--- config.mk ---
export PLATFORM = sky130hd
export DESIGN_NAME = fnd_scan_controller
export DESIGN_NICKNAME = d
export VERILOG_FILES = /design/src/rtl/fnd_scan_controller.sv
export SDC_FILE = /design/constraint.sdc
export NUM_CORES = 1
export LEC_CHECK = 0
export ABC_AREA = 1
export BUFFER_PORTS_ARGS = -buffer_cell sky130_fd_sc_hd__buf_2
export CORE_MARGIN = 4
export CORE_UTILIZATION = 64
export CTS_CLUSTER_DIAMETER = 100
export DETAILED_ROUTE_END_ITERATION = 10
export GPL_TIMING_DRIVEN = 1
export PLACE_DENSITY_LB_ADDON = 0.1
export SKIP_CTS_REPAIR_TIMING = 1
export SLEW_MARGIN = 20
export SYNTH_ARGS = -nofsm -noshare
export SYNTH_HDL_FRONTEND = slang
export SYNTH_SLANG_ARGS = --single-unit
--- constraint.sdc ---
create_clock -name i_clk -period 3.4 [get_ports i_clk]
set_input_delay 0.17 -clock i_clk [delete_from_list [all_inputs] [get_ports i_clk]]
set_output_delay 0.17 -clock i_clk [all_outputs]
set_load 0.03 [all_outputs]
--- src/rtl/fnd_scan_controller.sv ---
// fnd_scan_controller
// Time-multiplexed driver for an N-digit common-anode 7-segment display.
// One digit is lit at a time. A prescaler sets how long each digit stays lit.
// A newly loaded value is held in a pending register and moved into the
// displayed (shadow) copy only when the scan wraps to digit 0, so a frame
// never shows a mix of the old and new values.
// Optional build macro: FND_LZB_EN enables leading-zero blanking.
module fnd_scan_controller #(
    parameter int NUM_DIGITS = 4,
    parameter int SCAN_DIV   = 100000
) (
    input  logic                    i_clk,
    input  logic                    i_reset,
    input  logic                    i_en,
    input  logic                    i_load,
    input  logic [4*NUM_DIGITS-1:0] i_value,
    input  logic [NUM_DIGITS-1:0]   i_dp,
    output logic [NUM_DIGITS-1:0]   o_digit,
    output logic [7:0]              o_font,
    output logic                    o_frame
);

    localparam int IDX_W = (NUM_DIGITS > 1) ? $clog2(NUM_DIGITS) : 1;
    localparam int CNT_W = (SCAN_DIV > 1) ? $clog2(SCAN_DIV) : 1;
    localparam logic [CNT_W-1:0] CNT_LAST = CNT_W'(SCAN_DIV - 1);
    localparam logic [IDX_W-1:0] IDX_LAST = IDX_W'(NUM_DIGITS - 1);

    // Active-low segment pattern {g,f,e,d,c,b,a} for one hex nibble.
    function automatic logic [6:0] seg_font(input logic [3:0] nib);
        logic [6:0] seg;
        case (nib)
            4'h0: seg = 7'h40;
            4'h1: seg = 7'h79;
            4'h2: seg = 7'h24;
            4'h3: seg = 7'h30;
            4'h4: seg = 7'h19;
            4'h5: seg = 7'h12;
            4'h6: seg = 7'h02;
            4'h7: seg = 7'h78;
            4'h8: seg = 7'h00;
            4'h9: seg = 7'h10;
            4'hA: seg = 7'h08;
            4'hB: seg = 7'h03;
            4'hC: seg = 7'h46;
            4'hD: seg = 7'h21;
            4'hE: seg = 7'h06;
            default: seg = 7'h0E;
        endcase
        return seg;
    endfunction

    // Scan state: prescaler and digit index.
    logic [CNT_W-1:0]        cnt_p0;
    logic [IDX_W-1:0]        idx_p0;
    // Load path: the pending copy and the copy currently on display.
    logic [4*NUM_DIGITS-1:0] pend_val;
    logic [NUM_DIGITS-1:0]   pend_dp;
    logic                    pend_vld;
    logic [4*NUM_DIGITS-1:0] shadow_val;
    logic [NUM_DIGITS-1:0]   shadow_dp;
    // Registered pin drivers.
    logic [NUM_DIGITS-1:0]   digit_p1;
    logic [7:0]              font_p1;
    logic                    frame_p1;

    logic                    tick;
    logic                    wrap;
    logic [3:0]              cur_nib;
    logic [6:0]              cur_seg;
    logic [NUM_DIGITS-1:0]   lz_blank;

    assign tick    = i_en && (cnt_p0 == CNT_LAST);
    assign wrap    = tick && (idx_p0 == IDX_LAST);
    assign cur_nib = shadow_val[{idx_p0, 2'b00} +: 4];

`ifdef FND_LZB_EN
    // Mark digits whose own nibble and every more significant nibble are zero.
    always_comb begin
        logic run;
        lz_blank = '0;
        run      = 1'b1;
        for (int k = NUM_DIGITS - 1; k >= 1; k--) begin
            run         = run & (shadow_val[4*k +: 4] == 4'h0);
            lz_blank[k] = run;
        end
    end
`else
    assign lz_blank = '0;
`endif

    assign cur_seg = lz_blank[idx_p0] ? 7'h7F : seg_font(cur_nib);

    // Prescaler: count dwell cycles while enabled, hold while disabled.
    always_ff @(posedge i_clk) begin
        if (i_reset) begin
            cnt_p0 <= '0;
        end else if (i_en) begin
            cnt_p0 <= (cnt_p0 == CNT_LAST) ? '0 : cnt_p0 + CNT_W'(1);
        end
    end

    // Digit index: advance on each dwell tick and wrap after the last digit.
    always_ff @(posedge i_clk) begin
        if (i_reset) begin
            idx_p0 <= '0;
        end else if (tick) begin
            idx_p0 <= wrap ? '0 : idx_p0 + IDX_W'(1);
        end
    end

    // Load path: a load on the wrap tick goes straight to display, otherwise it waits for the next wrap.
    always_ff @(posedge i_clk) begin
        if (i_reset) begin
            pend_val   <= '0;
            pend_dp    <= '0;
            pend_vld   <= 1'b0;
            shadow_val <= '0;
            shadow_dp  <= '0;
        end else if (wrap && i_load) begin
            shadow_val <= i_value;
            shadow_dp  <= i_dp;
            pend_vld   <= 1'b0;
        end else if (wrap) begin
            if (pend_vld) begin
                shadow_val <= pend_val;
                shadow_dp  <= pend_dp;
            end
            pend_vld <= 1'b0;
        end else if (i_load) begin
            pend_val <= i_value;
            pend_dp  <= i_dp;
            pend_vld <= 1'b1;
        end
    end

    // ---- stage p0 -> p1: drive anode, segments and frame pulse from the scan state ----
    // Output registers: light the indexed digit, or blank everything while disabled.
    always_ff @(posedge i_clk) begin
        if (i_reset) begin
            digit_p1 <= '1;
            font_p1  <= 8'hFF;
            frame_p1 <= 1'b0;
        end else begin
            frame_p1 <= wrap;
            if (i_en) begin
                digit_p1 <= ~(NUM_DIGITS'(1) << idx_p0);
                font_p1  <= {~shadow_dp[idx_p0], cur_seg};
            end else begin
                digit_p1 <= '1;
                font_p1  <= 8'hFF;
            end
        end
    end

    assign o_digit = digit_p1;
    assign o_font  = font_p1;
    assign o_frame = frame_p1;

endmodule

==> results of run 1 <==
-- synth_stat cells --
cell,n
nand2_1,152
inv_1,74
dfxtp_1,73
nor2_1,54
nand3_1,32
a21oi_2,20
o21ai_0,20
nor2_2,19
a21oi_1,15
or2_2,13
ha_1,11
nor3_1,11
buf_6,10
o21ai_1,9
inv_2,8
nand4_1,6
xor2_1,6
clkbuf_1,5
nor2_4,5
buf_2,4
nand2_2,3
nand4_2,3
a31oi_1,2
nor3b_1,2
buf_1,1
buf_4,1
buf_8,1
clkinv_1,1
inv_4,1
nand2_4,1
nand3b_1,1
nor2_8,1
o211ai_1,1
o21a_1,1
o311ai_0,1
xnor2_1,1
-- registers in the layout, summed over array words and instances (netlist names) --
name	count
pend_dp	4
o_digit	4
pend_vld	1
o_font	8
o_frame	1
idx_p0	2
shadow_dp	4
shadow_val	16
cnt_p0	17
pend_val	16
-- cell families (layout without fill, tap and decap cells) --
family | after synthesis | count (layout)
adders and majority gates | 11 | 11
xor gates and xnor gates | 7 | 7
AOI/OAI and AO/OA | 69 | 69
buffers and inverters | 106 | 139
and+or+nand+nor | 303 | 303
DFF | 73 | 73
-- power by group through the flow --
stage	combinational [mW]	clock (mW)	sequential, mW
3_3_place_gp	0.129	0	0.911
3_5_place_dp	0.132	0	0.912
4_1_cts	0.133	0.770	0.892
2_1_floorplan	0.0927	0	0.919
5_1_grt	0.151	0.812	0.895
6_report	0.132	0.763	0.892
-- tightest hold or removal path: cells and delay by family --
kind	cells	cell delay (ns)
AND/OR/NAND/NOR	3	0.19
buffers and inverters	2	0.11
-- through the flow --
| step | util | std cells |
|---|---|---|
| final | 0.7210 | 677 |
| after global routing | 0.7210 | 677 |
| after CTS | 0.7210 | 677 |
| after detailed placement | 0.6842 | 661 |
| after global placement | 0.6842 | 661 |
| after floorplan | - | 569 |
-- area by class of cell --
class                      count  area [sq um]  share of cell area
clock buffer                  11         141.4             0.03273
clock inverter                 5         78.83             0.01825
inverter                      84         317.8             0.07358
multi-input combinational    390          2023              0.4684
sequential                    73          1461              0.3384
tap                           75         93.84             0.02173
timing repair buffer          39         202.7             0.04693
-- worst min path at each step --
stage	startpoint	to	slack, ns
after CTS	i_value[11]	pend_val[11]$_SDFFE_PP0P_	0.15
after global routing	i_value[14]	pend_val[14]$_SDFFE_PP0P_	0.18
after detailed placement	pend_val[4]$_SDFFE_PP0P_	pend_val[4]$_SDFFE_PP0P_	0.46
after floorplan	i_reset	cnt_p0[2]$_SDFFE_PP0P_	0.25
after global placement	pend_val[7]$_SDFFE_PP0P_	pend_val[7]$_SDFFE_PP0P_	0.45
final	i_value[11]	pend_val[11]$_SDFFE_PP0P_	0.15
-- metal layers --
metal,GRT usage,vias to the layer above,routed length [um]
met5,0,-,0
met4,0.08499,0,148
met3,0.04352,14,400
met2,0.3837,81,3879
met1,0.2913,1525,3596
li1,-,1816,-
==> run summary, run 1 <==
Vias in the first global route: 3102
Port Buffers: 36
Synthesis-to-layout area growth: 8.519%
Row count: 28
Seq/Total Area, Yosys: 0.3672
Slew @ Worst Pin: 0.7196 ns
Synth area leader: dfxtp_1
R2R depth: 9
Post-route cell area: 4319 sq um
Synthesized instance count: 569
Largest family of logic cells by synthesized area: simple AND/OR/NAND/NOR gates
Mapped Area: 3980 sq um
Die Wd: 86.86 um
Post-Syn Area per Cell: 6.995 sq um
P_int: 1.362 mW
Final Hold Slack: 0.1467 ns
Slew headroom: 0.5185
Initial core utilization: 0.6644
Syn. warnings: 0
DR WL/cell: 11.85 um
Max incr delay on CP: 0.43 ns
Status: completed
Skew final: 0.009199 ns
Setup repair after global routing missed its margin: false
Mux contribution to synthesized area: 0
Area post-placement: 4099 sq um
Setup crit end: shadow_val[7]$_SDFFE_PP0P_
Pre-CTS setup slack: 1.030 ns
Post-route worst setup slack: 0.9798 ns
WP depth: 9
Initial antenna violation count: 0
Leading cell type in the layout, fill and taps excluded: nand2_1
Switching share of power: 0.2382
GRT Residual Overflow: 0
Layout Nets: 632
Post-route ant nets: 0
Critical R2R Launch: cnt_p0[0]$_SDFFE_PP0P_
Final total power: 1.787 mW
Largest net degree at the start of global routing: 26
Clock power frac: 0.427
Dpl hpwl: 5560 um
PD cells: 413.8 nW/um^2
Maximum vdd drop: 388.9 uV
Root Driver: clkbuf_8
GR Util All Layers: 0.2289
Reg power frac: 0.499
Skew-Pair Late Insertion Delay: 0.35 ns
Psw: 0.4258 mW
Cell count of the worst hold path: 5
Crit. Startpoint: cnt_p0[0]$_SDFFE_PP0P_
R2r endpoint: shadow_val[7]$_SDFFE_PP0P_
Clk sinks: 73
Hold Crit Class: in -> reg
Vias/cell: 5.075
Req. time, crit path: 3.63 ns
H-tree levels: 3
Post-Synth Adder-Cell Area: 0.03458
Post-Synth XOR/XNOR Area: 0.01540
Residual DRC count: 0
Compound-Gate Fraction of Synth Area: 0.1085
R2R setup slack: 0.98 ns
Mapped Nets: 604
RePlAce Congestion: 0.9281
Final wirelength: 8025 um
Reg clk slew, reported paths: 0.08 ns
Core area: 5991 sq um
First-pass GRT wire length: 13800 um
Setup TNS: 0 ns
Crit-path max FO: 21
Peak Freq: 0.4132 GHz
Worst path bufs/invs: 4
DRT Pass-1 Iters: 4
Die area: 7545 sq um
Final Max Slew Viols: 0
Post-synthesis sequential element count: 73
I/O Pins: 37
Vias: 3436
Setup crit start kind: flop
Max clock buf depth: 2
CP max-delay cell: nand4_2
Diode count: 0
Simple-Gate Fraction of Synth Area: 0.3499
Max Cap Viol: 0
Distinct cells, synth: 36
Fillers: 517
Share of cells above drive strength 1: 0.2126
Top cell type's share of synthesized area: 0.3672
Area contributors post-synth: dfxtp_1, nand2_1, inv_1
CTS tree: built
Final Hold Vio Count: 0
Power share of the combinational group: 0.074
Crit-path leading delay family: buffers and inverters
Final setup violation count: 0
CTS buffer count: 9
Final worst-path cycle share: 0.7118
Lkg Pwr: 2.051 nW
Critical Path AT: 2.65 ns
Most frequent cells in the layout: nand2_1, inv_1, dfxtp_1, nor2_1, buf_2
DR iter-0 viols: 106
Worst setup EP type: flop
Post-layout minimum cycle time: 2.420 ns
CP Class: reg -> reg
Die span in y: 86.86 um
Cells along the critical path: ha_1 > inv_1 > nor2_4 > inv_2 > nor2_4 > nand4_2 > inv_1 > buf_4 > a21oi_2
Power figures use the tool's default switching activity.
==> run 2, diff against run 1 <==
Settings changed: ABC_AREA 1 to 0, CORE_UTILIZATION 64 to 53.
Clock period 3.4 ns to 2.15 ns, I/O delays scaled along.
==> run 2 against run 1 <==
Against the previous run: sequential power grew 60%; die area grew 9.5%; global-route usage is 2.2 points lower; critical endpoint is now shadow_val[6]$_SDFFE_PP0P_; clock skew is 0.00060 ns higher; non-clock buffer count grew 19; first-iteration DRC count increased by 81%; largest power group unchanged; synthesized cell count decreased by 27%; fmax up 18%; core utilization shrank 8.0 points; critical path depth down 5.
==> run summary, run 2 <==
Max incr delay on CP: 0.53 ns (+0.10 ns)
R2r endpoint: shadow_val[6]$_SDFFE_PP0P_
Vias: 3266 (-4.9%)
Crit-path max FO: 20 (-4.8%)
Die Wd: 90.90 um (+4.7%)
CP max-delay cell: or4b_4
Slew headroom: 0.6422 (+0.1237)
Area contributors post-synth: dfxtp_1, nand4_1, o311ai_0
Final wirelength: 8229 um (+2.5%)
Skew-Pair Late Insertion Delay: 0.34 ns (about the same)
Cells along the critical path: or4b_4 > or3_1 > o31a_2 > a22o_1
Synthesis-to-layout area growth: 14.32%
Post-synth EDFFs: 0 (unchanged)
Dpl hpwl: 5581 um (+0.38%)
Clk sinks: 73 (unchanged)
Skew final: 0.009801 ns (+0.0006017 ns)
Final Hold Slack: 0.07941 ns (-0.06733 ns)
Lkg Pwr: 1.485 nW (-28%)
Port Buffers: 36 (unchanged)
Post-Syn Area per Cell: 8.755 sq um (+25%)
Peak Freq: 0.4873 GHz (+18%)
DR WL/cell: 15.56 um (+31%)
Initial antenna violation count: 0 (unchanged)
CTS tree: built
I/O Pins: 37 (unchanged)
Diode count: 0 (unchanged)
Core area: 6495 sq um (+8.4%)
Crit. Startpoint: cnt_p0[13]$_SDFFE_PP0P_
Leading cell type in the layout, fill and taps excluded: dfxtp_1
R2R depth: 4 (-5)
Seq/Total Area, Yosys: 0.4012 (+0.03406)
Vias/cell: 6.174 (+22%)
GRT Residual Overflow: 0 (unchanged)
Synth area leader: dfxtp_1
Max clock buf depth: 2 (unchanged)
Slew @ Worst Pin: 0.5356 ns (-0.1840 ns)
Setup crit end: shadow_val[6]$_SDFFE_PP0P_
Setup crit start kind: flop
Most frequent cells in the layout: dfxtp_1, nand2_1, buf_2, nor2_1, a21oi_1
H-tree levels: 3 (unchanged)
Final Max Slew Viols: 0 (unchanged)
Mapped Area: 3642 sq um (-8.5%)
Final setup violation count: 0 (unchanged)
Synthesized instance count: 416 (-27%)
Async S/R FF share, synth: 0 (unchanged)
Top cells by count, synth: dfxtp_1, nand2_1, nor2_1
Setup TNS: 0 ns (unchanged)
Req. time, crit path: 2.39 ns (-1.24 ns)
Post-synthesis sequential element count: 73 (unchanged)
Largest net degree at the start of global routing: 40 (+54%)
DR iter-0 viols: 192 (+81%)
Top reg by flops: cnt_p0
Post-route ant nets: 0 (unchanged)
First-pass GRT wire length: 14090 um (+2.1%)
CTS buffer count: 9 (unchanged)
Regs by FF count: cnt_p0 x17, pend_val x16, shadow_val x16
Reg clk slew, reported paths: 0.08 ns (about the same)
PD cells: 668.6 nW/um^2 (+62%)
GR Util All Layers: 0.2065 (-0.02236)
Mapped Nets: 451 (-25%)
Critical Path AT: 2.29 ns (-0.36 ns)
Crit-path leading delay family: simple AND/OR/NAND/NOR gates
Max reg flops: 17 (unchanged)
Final total power: 2.784 mW (+56%)
Share of cells above drive strength 1: 0.1836 (-0.02900)
DRT Pass-1 Iters: 4 (unchanged)
Root Driver: clkbuf_8
Top_reg_cell synth: dfxtp_1
Residual DRC count: 0 (unchanged)
Critical R2R Launch: cnt_p0[13]$_SDFFE_PP0P_
Setup repair after global routing missed its margin: false
Die span in y: 90.90 um (+4.7%)
Layout Nets: 482 (-24%)
Initial core utilization: 0.5608 (-0.1036)
Distinct cells, synth: 44 (+22%)
R2R setup slack: 0.1 ns (-0.88 ns)
Post-layout minimum cycle time: 2.052 ns (-0.3683 ns)
Vias in the first global route: 2979 (-4.0%)
Worst path bufs/invs: 0 (-4)
Maximum vdd drop: 430.6 uV (+11%)
Final worst-path cycle share: 0.9544 (+0.2426)
Syn. warnings: 0 (unchanged)
Final Hold Vio Count: 0 (unchanged)
Worst setup EP type: flop
WP depth: 4 (-5)
Top cell type's share of synthesized area: 0.4012 (+0.03406)
Hold Crit Class: in -> reg
Status: completed
CP Class: reg -> reg
Die area: 8263 sq um (+9.5%)
Fillers: 547 (+5.8%)
Count leader, synth: dfxtp_1
Max Cap Viol: 0 (unchanged)
Row count: 29 (+3.6%)
RePlAce Congestion: 0.7753 (-16%)
run 2: cell count changes after synthesis, moves of 11 or more:
cell / delta
nor2_1: -20
inv_1: -65
nand4_1: +19
nand3_1: -25
o2bb2ai_1: +11
o311ai_0: +16
a21oi_1: +12
nor2_2: -19
a21oi_2: -20
nand2_1: -114
clkbuf_1: +24
nor3b_1: +16
run 2: layout make-up:
class                   instances  area (sq um)  area share
clock buffers                  14         172.7     0.04147
flip-flops and latches         73          1461      0.3510
inverters                      10         37.54    0.009014
clock inverters                 2         35.03    0.008413
well taps                      77         96.34     0.02314
repair buffers                 58         370.4     0.08894
multi-input cells             295          1991      0.4781
run 2: worst reg2reg max path, stage by stage, from the launching register on:
cell and delay [ns]:
dfxtp_1 0.33, or4b_4 0.53, or3_1 0.35, o31a_2 0.46
a22o_1 0.29
run 2: cell families after synthesis:
family,count (synthesis),synth area share
multiplexers,7,0.03641
AO/OA/AOI/OAI,112,0.2188
adder cells (fa/ha/maj),11,0.03779
flip-flops,73,0.4012
AND/OR/NAND/NOR,153,0.2229
XOR/XNOR,12,0.02886
buffers and inverters,48,0.05393
run 2: how the worst min path moves through the flow:
stage	startpoint	endpoint	slack, ns	cells after the start
global route	i_reset	cnt_p0[4]$_SDFFE_PP0P_	0.08	2
finish	i_reset	idx_p0[1]$_SDFFE_PP0P_	0.08	2
floorplan	i_value[8]	shadow_val[8]$_SDFFE_PP0P_	0.30	2
CTS	i_reset	idx_p0[1]$_SDFFE_PP0P_	0.06	2
detailed placement	i_reset	idx_p0[1]$_SDFFE_PP0P_	0.43	2
global placement	i_reset	cnt_p0[4]$_SDFFE_PP0P_	0.42	2
run 2: stage by stage:
step	area, sq um	utilization	cells	setup slack (ns)
after detailed placement	3955	0.6089	513	0.01141
final	4164	0.6411	529	0.09807
after global routing	4164	0.6411	529	0.01800
after global placement	3955	0.6089	513	0.03912
after CTS	4163	0.6409	529	0.002968
after floorplan	3642	-	416	0.1060
run 2: report_power, final:
| group | switching (mW) | internal, mW |
|---|---|---|
| combinational | 0.136 | 0.0945 |
| clock | 0.489 | 0.631 |
| sequential | 0.0328 | 1.40 |
run 2: routing by layer:
metal | routed length (um) | global-route usage
met5 | 0 | 0
met3 | 490 | 0.04000
met4 | 127 | 0.09045
met2 | 3689 | 0.3070
met1 | 3921 | 0.2916
==> run 3, diff against run 2 <==
--- a/config.mk
+++ b/config.mk
@@ -16,2 +16,3 @@
 export SKIP_CTS_REPAIR_TIMING = 1
+export SKIP_LAST_GASP = 1
 export SLEW_MARGIN = 20
==> constraint.sdc (replaced) <==
create_clock -name i_clk -period 2.15 [get_ports i_clk]
set_input_delay 0.5375 -clock i_clk [delete_from_list [all_inputs] [get_ports i_clk]]
set_output_delay 0.5375 -clock i_clk [all_outputs]
set_load 0.03 [all_outputs]
==> run 3 against run 2 <==
Against the previous run: critical path depth unchanged; register-to-register slack better by 0.06 ns; routed wire length up 2.8%; non-clock buffer count down 1; first-iteration DRC count down 18%; via count down 1.4%; highest routed layer unchanged.
==> run summary, run 3 (synthesized netlist as in run 2, its figures left out) <==
Status: completed
Final wirelength: 8462 um (+2.8%)
Share of cells above drive strength 1: 0.1863 (+0.002624)
Top reg by flops: cnt_p0
Cells along the critical path: or4b_4 > or3_1 > o31a_4 > a22o_1
GRT Residual Overflow: 0 (unchanged)
R2r endpoint: shadow_val[2]$_SDFFE_PP0P_
Max reg flops: 17 (unchanged)
DRT Pass-1 Iters: 4 (unchanged)
Max Cap Viol: 0 (unchanged)
Setup TNS: 0 ns (unchanged)
First-pass GRT wire length: 13980 um (-0.78%)
Hold Crit Endpoint: shadow_val[8]$_SDFFE_PP0P_
Core area: 6495 sq um (unchanged)
Reg clk slew, reported paths: 0.07 ns (about the same)
Skew final: 0.01213 ns (+0.002332 ns)
Fillers: 551 (+0.73%)
Critical R2R Launch: cnt_p0[13]$_SDFFE_PP0P_
Crit. Startpoint: cnt_p0[13]$_SDFFE_PP0P_
Port Buffers: 36 (unchanged)
Final cell count without fillers: 528 (-0.19%)
Clk sinks: 73 (unchanged)
Cell count of the worst hold path: 1 (-1)
H-tree levels: 3 (unchanged)
Most frequent cells in the layout: dfxtp_1, nand2_1, buf_2, nor2_1, a21oi_1
Pre-CTS setup slack: 0.01056 ns (-0.0008469 ns)
Req. time, crit path: 2.38 ns (about the same)
Die span in y: 90.90 um (unchanged)
Diode count: 0 (unchanged)
Worst setup EP type: flop
CTS buffer count: 9 (unchanged)
DR iter-0 viols: 157 (-18%)
Lkg Pwr: 1.500 nW (+1.0%)
Final Hold Slack: 0.4662 ns (+0.3867 ns)
Area post-placement: 3960 sq um (+0.13%)
Register area: 1461 sq um (unchanged)
Final setup violation count: 0 (unchanged)
Slew headroom: 0.6885 (+0.04631)
CP max-delay cell: or4b_4
Die area: 8263 sq um (unchanged)
Critical Path AT: 2.22 ns (-0.07 ns)
Setup repair after global routing missed its margin: false
R2R depth: 4 (unchanged)
I/O Pins: 37 (unchanged)
Hold Crit Class: reg -> reg
Max incr delay on CP: 0.54 ns (about the same)
Min-delay src: shadow_val[8]$_SDFFE_PP0P_
Largest net degree at the start of global routing: 52 (+30%)
Final total power: 2.866 mW (+3.0%)
Layout Nets: 481 (-0.21%)
Initial core utilization: 0.5608 (unchanged)
Max clock buf depth: 2 (unchanged)
Final Max Slew Viols: 0 (unchanged)
Synthesis-to-layout area growth: 15.18%
CP Class: reg -> reg
Root Driver: clkbuf_8
CTS tree: built
Setup crit start kind: flop
Residual DRC count: 0 (unchanged)
RePlAce Congestion: 0.7996 (+3.1%)
Slew @ Worst Pin: 0.4672 ns (-0.06837 ns)
DR WL/cell: 16.03 um (+3.0%)
Dpl hpwl: 5632 um (+0.92%)
Peak Freq: 0.5021 GHz (+3.0%)
Die Wd: 90.90 um (unchanged)
GR Util All Layers: 0.2021 (-0.004411)
Vias: 3219 (-1.4%)
Regs by FF count: cnt_p0 x17, pend_val x16, shadow_val x16
Post-route cell area: 4195 sq um (+0.75%)
PD cells: 683.2 nW/um^2 (+2.2%)
Final Hold Vio Count: 0 (unchanged)
Post-route ant nets: 0 (unchanged)
Util after Layout: 0.6459 (+0.004816)
Crit-path max FO: 20 (unchanged)
Crit-path leading delay family: simple AND/OR/NAND/NOR gates
Area of the multi-input gates: 2004 sq um (+0.69%)
Initial antenna violation count: 0 (unchanged)
R2R setup slack: 0.16 ns (+0.06 ns)
Skew-Pair Late Insertion Delay: 0.34 ns (about the same)
Post-route worst setup slack: 0.1585 ns (+0.06043 ns)
Post-layout minimum cycle time: 1.991 ns (-0.06043 ns)
Leading cell type in the layout, fill and taps excluded: dfxtp_1
Row count: 29 (unchanged)
Vias in the first global route: 2907 (-2.4%)
Vias/cell: 6.097 (-1.3%)
Placed cells: 512 (-0.19%)
Maximum vdd drop: 343.4 uV (-20%)
Final worst-path cycle share: 0.9263 (-0.02811)
Worst path bufs/invs: 0 (unchanged)
[run 3: cell types whose count changed in the layout (fill, tap and decap cells not counted)]
| cell | change |
|---|---|
| buf_12 | +1 |
| buf_4 | -2 |
| bufinv_16 | +1 |
| clkbuf_1 | -1 |
| clkbuf_8 | -2 |
| clkinv_2 | +1 |
| clkinv_4 | +1 |
| nor4b_1 | -1 |
| nor4b_2 | +1 |
| o31a_2 | -1 |
| o31a_4 | +1 |
[run 3: cell type report]
cell class / count / area share
inverters: 10 / 0.008947
repair buffers: 57 / 0.08947
well taps: 77 / 0.02296
flip-flops and latches: 73 / 0.3483
multi-input cells: 295 / 0.4778
clock buffers: 11 / 0.03370
clock inverters: 5 / 0.01879
[run 3: power by group]
group          leakage, nW  internal (mW)  total, mW  switching [mW]
logic                0.790         0.0993      0.240           0.140
registers            0.597           1.40       1.43          0.0319
clock network        0.113          0.684       1.20           0.511
[run 3: worst max-delay path by stage]
stage / to / cells past startpoint / slack [ns]
after floorplan: shadow_dp[0]$_SDFFE_PP0P_ / 7 / 0.04
after global placement: shadow_dp[1]$_SDFFE_PP0P_ / 4 / 0.04
after detailed placement: shadow_val[0]$_SDFFE_PP0P_ / 4 / 0.01
after CTS: shadow_val[0]$_SDFFE_PP0P_ / 4 / -0.006
after global routing: shadow_dp[2]$_SDFFE_PP0P_ / 4 / 0.07
final: shadow_val[2]$_SDFFE_PP0P_ / 4 / 0.16
[run 3: metal layers]
metal  up-vias  share of wire  GRT usage
met5         -              0          0
met3         6          0.055    0.03167
met4         0         0.0080    0.05653
li1       1613              -          -
met2       106           0.46     0.3162
met1      1494           0.48     0.2899
